$ cat src/rtl/la_pkg.sv
// Shared types and constants for the sequential logic-analyzer trigger.
package la_pkg;

   localparam int DN = 2;
   localparam int DW = 8;
   localparam int SN = 4;
   localparam int CW = 16;
   localparam int SW = $clog2(SN);

   typedef logic [DW-1:0] la_dt_t;

   typedef struct packed {
      la_dt_t        msk;
      la_dt_t        val;
      la_dt_t        pos;
      la_dt_t        neg;
      logic [CW-1:0] cnt;
   } la_trg_cfg_t;

   typedef enum logic [1:0] {
      IDLE,
      ARMED,
      DONE
   } la_state_t;

   // A programmed count of zero behaves like a count of one.
   function automatic logic [CW-1:0] la_thr(input logic [CW-1:0] cnt);
      return (cnt == '0) ? CW'(1) : cnt;
   endfunction

endpackage

$ cat src/rtl/axi4_stream_if.sv
// Minimal AXI4-stream bundle carrying DN lanes of DW-bit samples per beat.
interface axi4_stream_if #(
   parameter int DN = 2,
   parameter int DW = 8
) ();

   logic                   TVALID;
   logic                   TREADY;
   logic [DN-1:0][DW-1:0]  TDATA;
   logic [DN-1:0]          TKEEP;
   logic                   TLAST;

   modport d (input TVALID, input TDATA, input TKEEP, input TLAST, output TREADY);
   modport s (output TVALID, output TDATA, output TKEEP, output TLAST, input TREADY);

endinterface

$ cat src/rtl/la_trigger_lane.sv
// Per-lane match vector of one beat against a single stage configuration.
module la_trigger_lane
   import la_pkg::*;
(
   input  la_trg_cfg_t           cfg,
   input  la_dt_t [DN-1:0]       cur,
   input  logic [DN-1:0]         keep,
   input  la_dt_t                prv0,
   input  logic                  prv0_vld,
   output logic [DN-1:0]         match
);

   // Value compare under mask, plus edge terms against the preceding sample.
   function automatic logic lane_hit(input la_dt_t c, input la_dt_t p, input logic pv,
                                     input la_trg_cfg_t cf);
      logic   cmp;
      logic   edg;
      la_dt_t terms;
      cmp   = ((c ^ cf.val) & cf.msk) == '0;
      terms = (~p & c & cf.pos) | (p & ~c & cf.neg);
      if ((cf.pos | cf.neg) == '0) edg = 1'b1;
      else                         edg = pv & (|terms);
      return cmp & edg;
   endfunction

   // Lane 0 looks back across the beat boundary; later lanes look at their lower neighbour.
   always_comb begin
      match    = '0;
      match[0] = keep[0] & lane_hit(cur[0], prv0, prv0_vld, cfg);
      for (int i = 1; i < DN; i++) begin
         match[i] = keep[i] & lane_hit(cur[i], cur[i-1], 1'b1, cfg);
      end
   end

endmodule

$ cat src/rtl/la_trigger_seq.sv
// Multi-stage sequential trigger watching a pass-through AXI4-stream register slice.
module la_trigger_seq
   import la_pkg::*;
(
   input  logic                  clk,
   input  logic                  rst,
   input  logic                  ctl_arm,
   input  logic                  ctl_abt,
   input  logic [SW-1:0]         cfg_stg_num,
   input  la_trg_cfg_t [SN-1:0]  cfg_stg,
   output logic                  sts_arm,
   output logic [SW-1:0]         sts_stg,
   output logic                  sts_dne,
   output logic [DN-1:0]         sts_trg,
   axi4_stream_if.d              sti,
   axi4_stream_if.s              sto
);

   la_state_t          state, state_nxt;
   logic [SW-1:0]      stage, stage_nxt, last_stg;
   logic [CW-1:0]      count, count_nxt, thr;
   logic [DN-1:0]      trg_q, trg_nxt, match, hit_lane;
   logic [CW:0]        run;
   logic               hit;
   logic               xfer;
   la_trg_cfg_t        cfg_act;
   la_dt_t             prv, prv_last;
   logic               prv_vld;
   logic               sto_vld;
   la_dt_t [DN-1:0]    sto_data;
   logic [DN-1:0]      sto_keep;
   logic               sto_last;

   assign sti.TREADY = sto.TREADY | ~sto_vld;
   assign xfer       = sti.TVALID & sti.TREADY;

   assign sto.TVALID = sto_vld;
   assign sto.TDATA  = sto_data;
   assign sto.TKEEP  = sto_keep;
   assign sto.TLAST  = sto_last;

   assign sts_arm = (state == ARMED);
   assign sts_dne = (state == DONE);
   assign sts_stg = stage;
   assign sts_trg = trg_q;

   assign cfg_act = cfg_stg[stage];
   assign thr     = la_thr(cfg_act.cnt);

   la_trigger_lane u_lane (
      .cfg      (cfg_act),
      .cur      (sti.TDATA),
      .keep     (sti.TKEEP),
      .prv0     (prv),
      .prv0_vld (prv_vld),
      .match    (match)
   );

   // Out-of-range stage counts fall back to the last physical stage.
   always_comb begin
      if (int'(cfg_stg_num) > SN - 1) last_stg = SW'(SN - 1);
      else                            last_stg = cfg_stg_num;
   end

   // Highest kept lane of the current beat becomes lane 0's predecessor next beat.
   always_comb begin
      prv_last = prv;
      for (int i = 0; i < DN; i++) begin
         if (sti.TKEEP[i]) prv_last = sti.TDATA[i];
      end
   end

   // Walk matches in lane order to find the lane where the occurrence threshold is reached.
   always_comb begin
      run      = {1'b0, count};
      hit      = 1'b0;
      hit_lane = '0;
      for (int i = 0; i < DN; i++) begin
         if (match[i] && !hit) begin
            run = run + (CW+1)'(1);
            if (run >= {1'b0, thr}) begin
               hit         = 1'b1;
               hit_lane[i] = 1'b1;
            end
         end
      end
   end

   // Sequencer next state: abort beats arm, and only transferred beats advance the sequence.
   always_comb begin
      state_nxt = state;
      stage_nxt = stage;
      count_nxt = count;
      trg_nxt   = '0;
      if (ctl_abt) begin
         state_nxt = IDLE;
         stage_nxt = '0;
         count_nxt = '0;
      end else if (ctl_arm) begin
         state_nxt = ARMED;
         stage_nxt = '0;
         count_nxt = '0;
      end else if (state == ARMED && xfer) begin
         if (hit) begin
            if (stage >= last_stg) begin
               state_nxt = DONE;
               trg_nxt   = hit_lane;
            end else begin
               stage_nxt = stage + 1'b1;
               count_nxt = '0;
            end
         end else if (run > {1'b0, {CW{1'b1}}}) begin
            count_nxt = {CW{1'b1}};
         end else begin
            count_nxt = run[CW-1:0];
         end
      end
   end

   // Sequencer state register; the trigger pulse lines up with the beat entering the slice.
   always_ff @(posedge clk) begin
      if (rst) begin
         state <= IDLE;
         stage <= '0;
         count <= '0;
         trg_q <= '0;
      end else begin
         state <= state_nxt;
         stage <= stage_nxt;
         count <= count_nxt;
         trg_q <= trg_nxt;
      end
   end

   // Sample history tracks every transferred beat regardless of sequencer state.
   always_ff @(posedge clk) begin
      if (rst) begin
         prv     <= '0;
         prv_vld <= 1'b0;
      end else if (xfer && (|sti.TKEEP)) begin
         prv     <= prv_last;
         prv_vld <= 1'b1;
      end
   end

   // One-deep register slice; payload only needs to be valid alongside TVALID.
   always_ff @(posedge clk) begin
      if (rst) begin
         sto_vld <= 1'b0;
      end else if (sti.TREADY) begin
         sto_vld <= sti.TVALID;
      end
      if (xfer) begin
         sto_data <= sti.TDATA;
         sto_keep <= sti.TKEEP;
         sto_last <= sti.TLAST;
      end
   end

endmodule
$ cat src/flat_wrapper.sv
// flat-port wrapper written by rule: the top's interface ports become plain ports
module la_trigger_seq_flat import la_pkg::*;
  (clk, rst, ctl_arm, ctl_abt, cfg_stg_num, cfg_stg, sts_arm, sts_stg, sts_dne, sts_trg, sti_TVALID, sti_TDATA, sti_TKEEP, sti_TLAST, sti_TREADY, sto_TVALID, sto_TDATA, sto_TKEEP, sto_TLAST, sto_TREADY);
  axi4_stream_if sti_i ();
  axi4_stream_if sto_i ();
  input  logic clk;
  input  logic rst;
  input  logic ctl_arm;
  input  logic ctl_abt;
  input  logic [SW-1:0] cfg_stg_num;
  input  la_trg_cfg_t [SN-1:0] cfg_stg;
  output logic sts_arm;
  output logic [SW-1:0] sts_stg;
  output logic sts_dne;
  output logic [DN-1:0] sts_trg;
  input wire logic [$bits(sti_i.TVALID)-1:0] sti_TVALID;
  input wire logic [$bits(sti_i.TDATA)-1:0] sti_TDATA;
  input wire logic [$bits(sti_i.TKEEP)-1:0] sti_TKEEP;
  input wire logic [$bits(sti_i.TLAST)-1:0] sti_TLAST;
  output wire logic [$bits(sti_i.TREADY)-1:0] sti_TREADY;
  output wire logic [$bits(sto_i.TVALID)-1:0] sto_TVALID;
  output wire logic [$bits(sto_i.TDATA)-1:0] sto_TDATA;
  output wire logic [$bits(sto_i.TKEEP)-1:0] sto_TKEEP;
  output wire logic [$bits(sto_i.TLAST)-1:0] sto_TLAST;
  input wire logic [$bits(sto_i.TREADY)-1:0] sto_TREADY;
  assign sti_i.TVALID = sti_TVALID;
  assign sti_i.TDATA = sti_TDATA;
  assign sti_i.TKEEP = sti_TKEEP;
  assign sti_i.TLAST = sti_TLAST;
  assign sti_TREADY = sti_i.TREADY;
  assign sto_TVALID = sto_i.TVALID;
  assign sto_TDATA = sto_i.TDATA;
  assign sto_TKEEP = sto_i.TKEEP;
  assign sto_TLAST = sto_i.TLAST;
  assign sto_i.TREADY = sto_TREADY;
  la_trigger_seq u_core (.clk(clk), .rst(rst), .ctl_arm(ctl_arm), .ctl_abt(ctl_abt), .cfg_stg_num(cfg_stg_num), .cfg_stg(cfg_stg), .sts_arm(sts_arm), .sts_stg(sts_stg), .sts_dne(sts_dne), .sts_trg(sts_trg), .sti(sti_i), .sto(sto_i));
endmodule
$ cat config.mk
export PLATFORM = sky130hd
export DESIGN_NAME = la_trigger_seq_flat
export DESIGN_NICKNAME = d
export VERILOG_FILES = /design/src/rtl/la_pkg.sv /design/src/rtl/axi4_stream_if.sv /design/src/rtl/la_trigger_lane.sv /design/src/rtl/la_trigger_seq.sv /design/src/flat_wrapper.sv
export SDC_FILE = /design/constraint.sdc
export NUM_CORES = 1
export LEC_CHECK = 0
export ABC_AREA = 1
export CAP_MARGIN = 25
export CORE_MARGIN = 2
export CORE_UTILIZATION = 35
export DETAILED_ROUTE_END_ITERATION = 12
export PLACE_DENSITY = 0.63
export SYNTH_ARGS = -nofsm -noshare
export SYNTH_HDL_FRONTEND = slang
export SYNTH_SLANG_ARGS = --single-unit
export TNS_END_PERCENT = 5
$ cat constraint.sdc
create_clock -name clk -period 8.45 [get_ports clk]
set_input_delay 1.69 -clock clk [delete_from_list [all_inputs] [get_ports clk]]
set_output_delay 1.69 -clock clk [all_outputs]
set_load 0.005 [all_outputs]
==> impl_metrics.ini <==
[synthesis]
syn-num-nets = 1348
ys_seq_area_share_pct = 18.53
synth.largest_area_cell = nand2_1
synth_area_leaders = nand2_1 (21%), nand3_1 (11%), dfxtp_1 (9.8%), edfxtp_1 (8.7%), ha_1 (6.9%)
synth_cell_types = 51
yosys_register_bits = 51
syn_inst = 1093
syn_area_mm2 = 0.006538
netlist.area_leader.share_pct = 20.56
synth_area_per_cell_um2 = 5.981
ys_warn_count = 0

[cells_and_area]
area_delta_synth_final_pct = 40.52
drive_above_1_share_pct = 6.288
fin_nets = 1558

[clock_tree]
cts_tree = done
cts-root-buf = clkbuf_16
insertion_delay_ns = 0.30
htree_levels = 2
cts_hold_buf = 0
clock_path_buffers = 2
cts_sinks = 51
post_cts_buffers = 0
cts_resized = 0
cts.clk_slew.worst_paths_ns = 0.06
cts_buffers = 5

[setup_path]
cp_slowest_cell = clkdlybuf4s50_1
start_kind = primary input
critPathBufInv = 4
critPathArrivalTime_ns = 7.26
startpoint = cfg_stg[26]
crit_fanout = 23
cpPeakStageDelay_ns = 0.40
critical_path_required_ns = 8.67
critPathKind = in2reg
crit_top_cell = nand2_1
critPathCaptureType = flop
reg2reg_from = u_core.sts_stg[1]$_SDFFE_PP0P_
cpLargestDelayFamily = simple AND/OR/NAND/NOR gates

[route]
wl_per_cell_um = 18.44
num_vias = 8162
wl_mm = 28.28
drc = 0
drtIter0Drc = 803
final_antenna_net_count = 0
first_pass_iters = 6
viasPerCell = 5.321

[grt]
grt_pass1_wl_mm = 41.96
grt_overflow = 0
track_usage_pct = 27.22
grt_max_degree = 86
grt_pass1_vias = 7358
antenna_found_initial = 1

[sta]
setup_tns_ns = 0
relSlewSlack_pct = 42.59
setup_viol = 0
fin_worst_skew_ns = 0.003461
hold_viol = 0
max_freq_ghz = 0.1420
final_min_period_over_clock_period_pct = 83.36
slew_viol_final = 0
rsz0062_at_grt = no
fin_crit_ns = 7.044
tightest_slew_ns = 0.8611

[floorplanning]
die_h_um = 140.7
coreArea_mm2 = 0.01815
die_width_um = 140.7
ioPinCount = 246
floorplan.rows = 49
start_util_pct = 36.02
dieArea_mm2 = 0.01979

[job]
maxCapViolations = 0

[min_path]
worstHoldPathType = reg2reg
hp-start = u_core.prv_vld$_SDFFE_PP0P_

[placed_design]
io_buffers = 245
hpwl_mm = 23.08
gp_congestion = 0.9704

[power]
ir_worst_vdd_mv = 0.07865
finalPower_mw = 0.7001
pwr_density_cell_mw_per_mm2 = 76.22
p_leak_nw = 4.099

[status]
outcome = finished clean
kinds of logic (layout without fill, tap and decap cells):
logic type,Yosys count,after routing,synth area share (%)
buffers and inverters,148,359,10.11
flip-flops,51,51,18.53
adder cells (fa/ha/maj),36,36,6.890
other,0,1,0
AND/OR/NAND/NOR,697,697,47.85
XOR/XNOR,19,19,2.545
AO/OA/AOI/OAI,142,142,14.09
sequential cells by signal, indices dropped and copies added, names as in the netlist:
name and count:
u_core.count 16, u_core.sto.TDATA 16, u_core.prv 8, u_core.state 2, u_core.sto.TKEEP 2, u_core.sts_stg 2
u_core.sts_trg 2, u_core.prv_vld 1, u_core.sto.TLAST 1, u_core.sto.TVALID 1
routing by layer:
layer | vias to the layer above | share of wire, % | global-route usage (%)
li1 | 4074 | - | -
met1 | 3664 | 45 | 38.55
met2 | 370 | 44 | 42.62
met3 | 54 | 8.4 | 5.367
met4 | 0 | 2.5 | 6.579
met5 | - | 0 | 0
cell type report:
cell class	instances	area (um^2)
fillers	1881	8961
inverters	99	374.1
well taps	229	286.5
flip-flops and latches	51	1215
repair buffers	252	2505
diodes	1	2.502
clock buffers	7	132.6
clock inverters	1	5.005
multi-input cells	894	4666
path summary, 6_finish.rpt:
kind | to | depth (start not counted) | slack [ns]
worst max-delay path | u_core.count[3]$_SDFFE_PP0P_ | 32 | 1.41
worst min-delay path | u_core.prv_vld$_SDFFE_PP0P_ | 2 | 0.47
worst max register to register | u_core.count[3]$_SDFFE_PP0P_ | 32 | 1.87
worst min register to register | u_core.prv_vld$_SDFFE_PP0P_ | 2 | 0.47
worst min-delay path: stages (launching register included):
cell,delay [ns]
dfxtp_1,0.32
inv_1,0.05
a21oi_1,0.05
placed cells by master, fill, tap and decap left out, types with 22 or more instances in the layout:
master / count
a21oi_1: 46
clkdlybuf4s50_1: 245
dfxtp_1: 31
ha_1: 36
inv_1: 92
nand2_1: 358
nand2_2: 24
nand3_1: 145
nand4_1: 22
nor2_1: 92
o21ai_0: 26
power breakdown:
group | switching (mW) | internal, mW
combinational | 0.0984 | 0.133
clock | 0.0906 | 0.110
sequential | 0.00353 | 0.265
Yosys cell counts, drive strengths merged:
library cell and n:
nand2 383, nand3b 3, nor3 13, o2111ai 3
a32o 16, o22ai 4, nor2 101, a211oi 17
buf 39, ha 36, nand4 22, o21ba 1
nand3 157, edfxtp 19, clkinv 1, nor3b 1
clkbuf 10, o21bai 1, o21a 1, a21o 1
o21ai 34, o31ai 1, o41ai 1, xor2 19
a31o 1, nor4 10, or2 3, and2 4
a21oi 57, a31oi 2, dfxtp 32, a21boi 2
inv 98
metrics by stage:
| step | utilization, % | instances | setup WS [ns] | instance area, um^2 | hold slack [ns] |
|---|---|---|---|---|---|
| 5_1_grt | 50.61 | 1533 | 0.8879 | 9184 | 0.4752 |
| 4_1_cts | 50.61 | 1533 | 1.458 | 9184 | 0.4650 |
| 3_5_place_dp | 49.85 | 1525 | 1.172 | 9046 | 0.4532 |
| 2_1_floorplan | - | 1093 | 2.815 | 6538 | 0.4286 |
| 6_report | 50.62 | 1534 | 1.406 | 9186 | 0.4652 |
| 3_3_place_gp | 49.85 | 1525 | 1.293 | 9046 | 0.4571 |
Note: power is estimated with default switching activity, not from simulation.
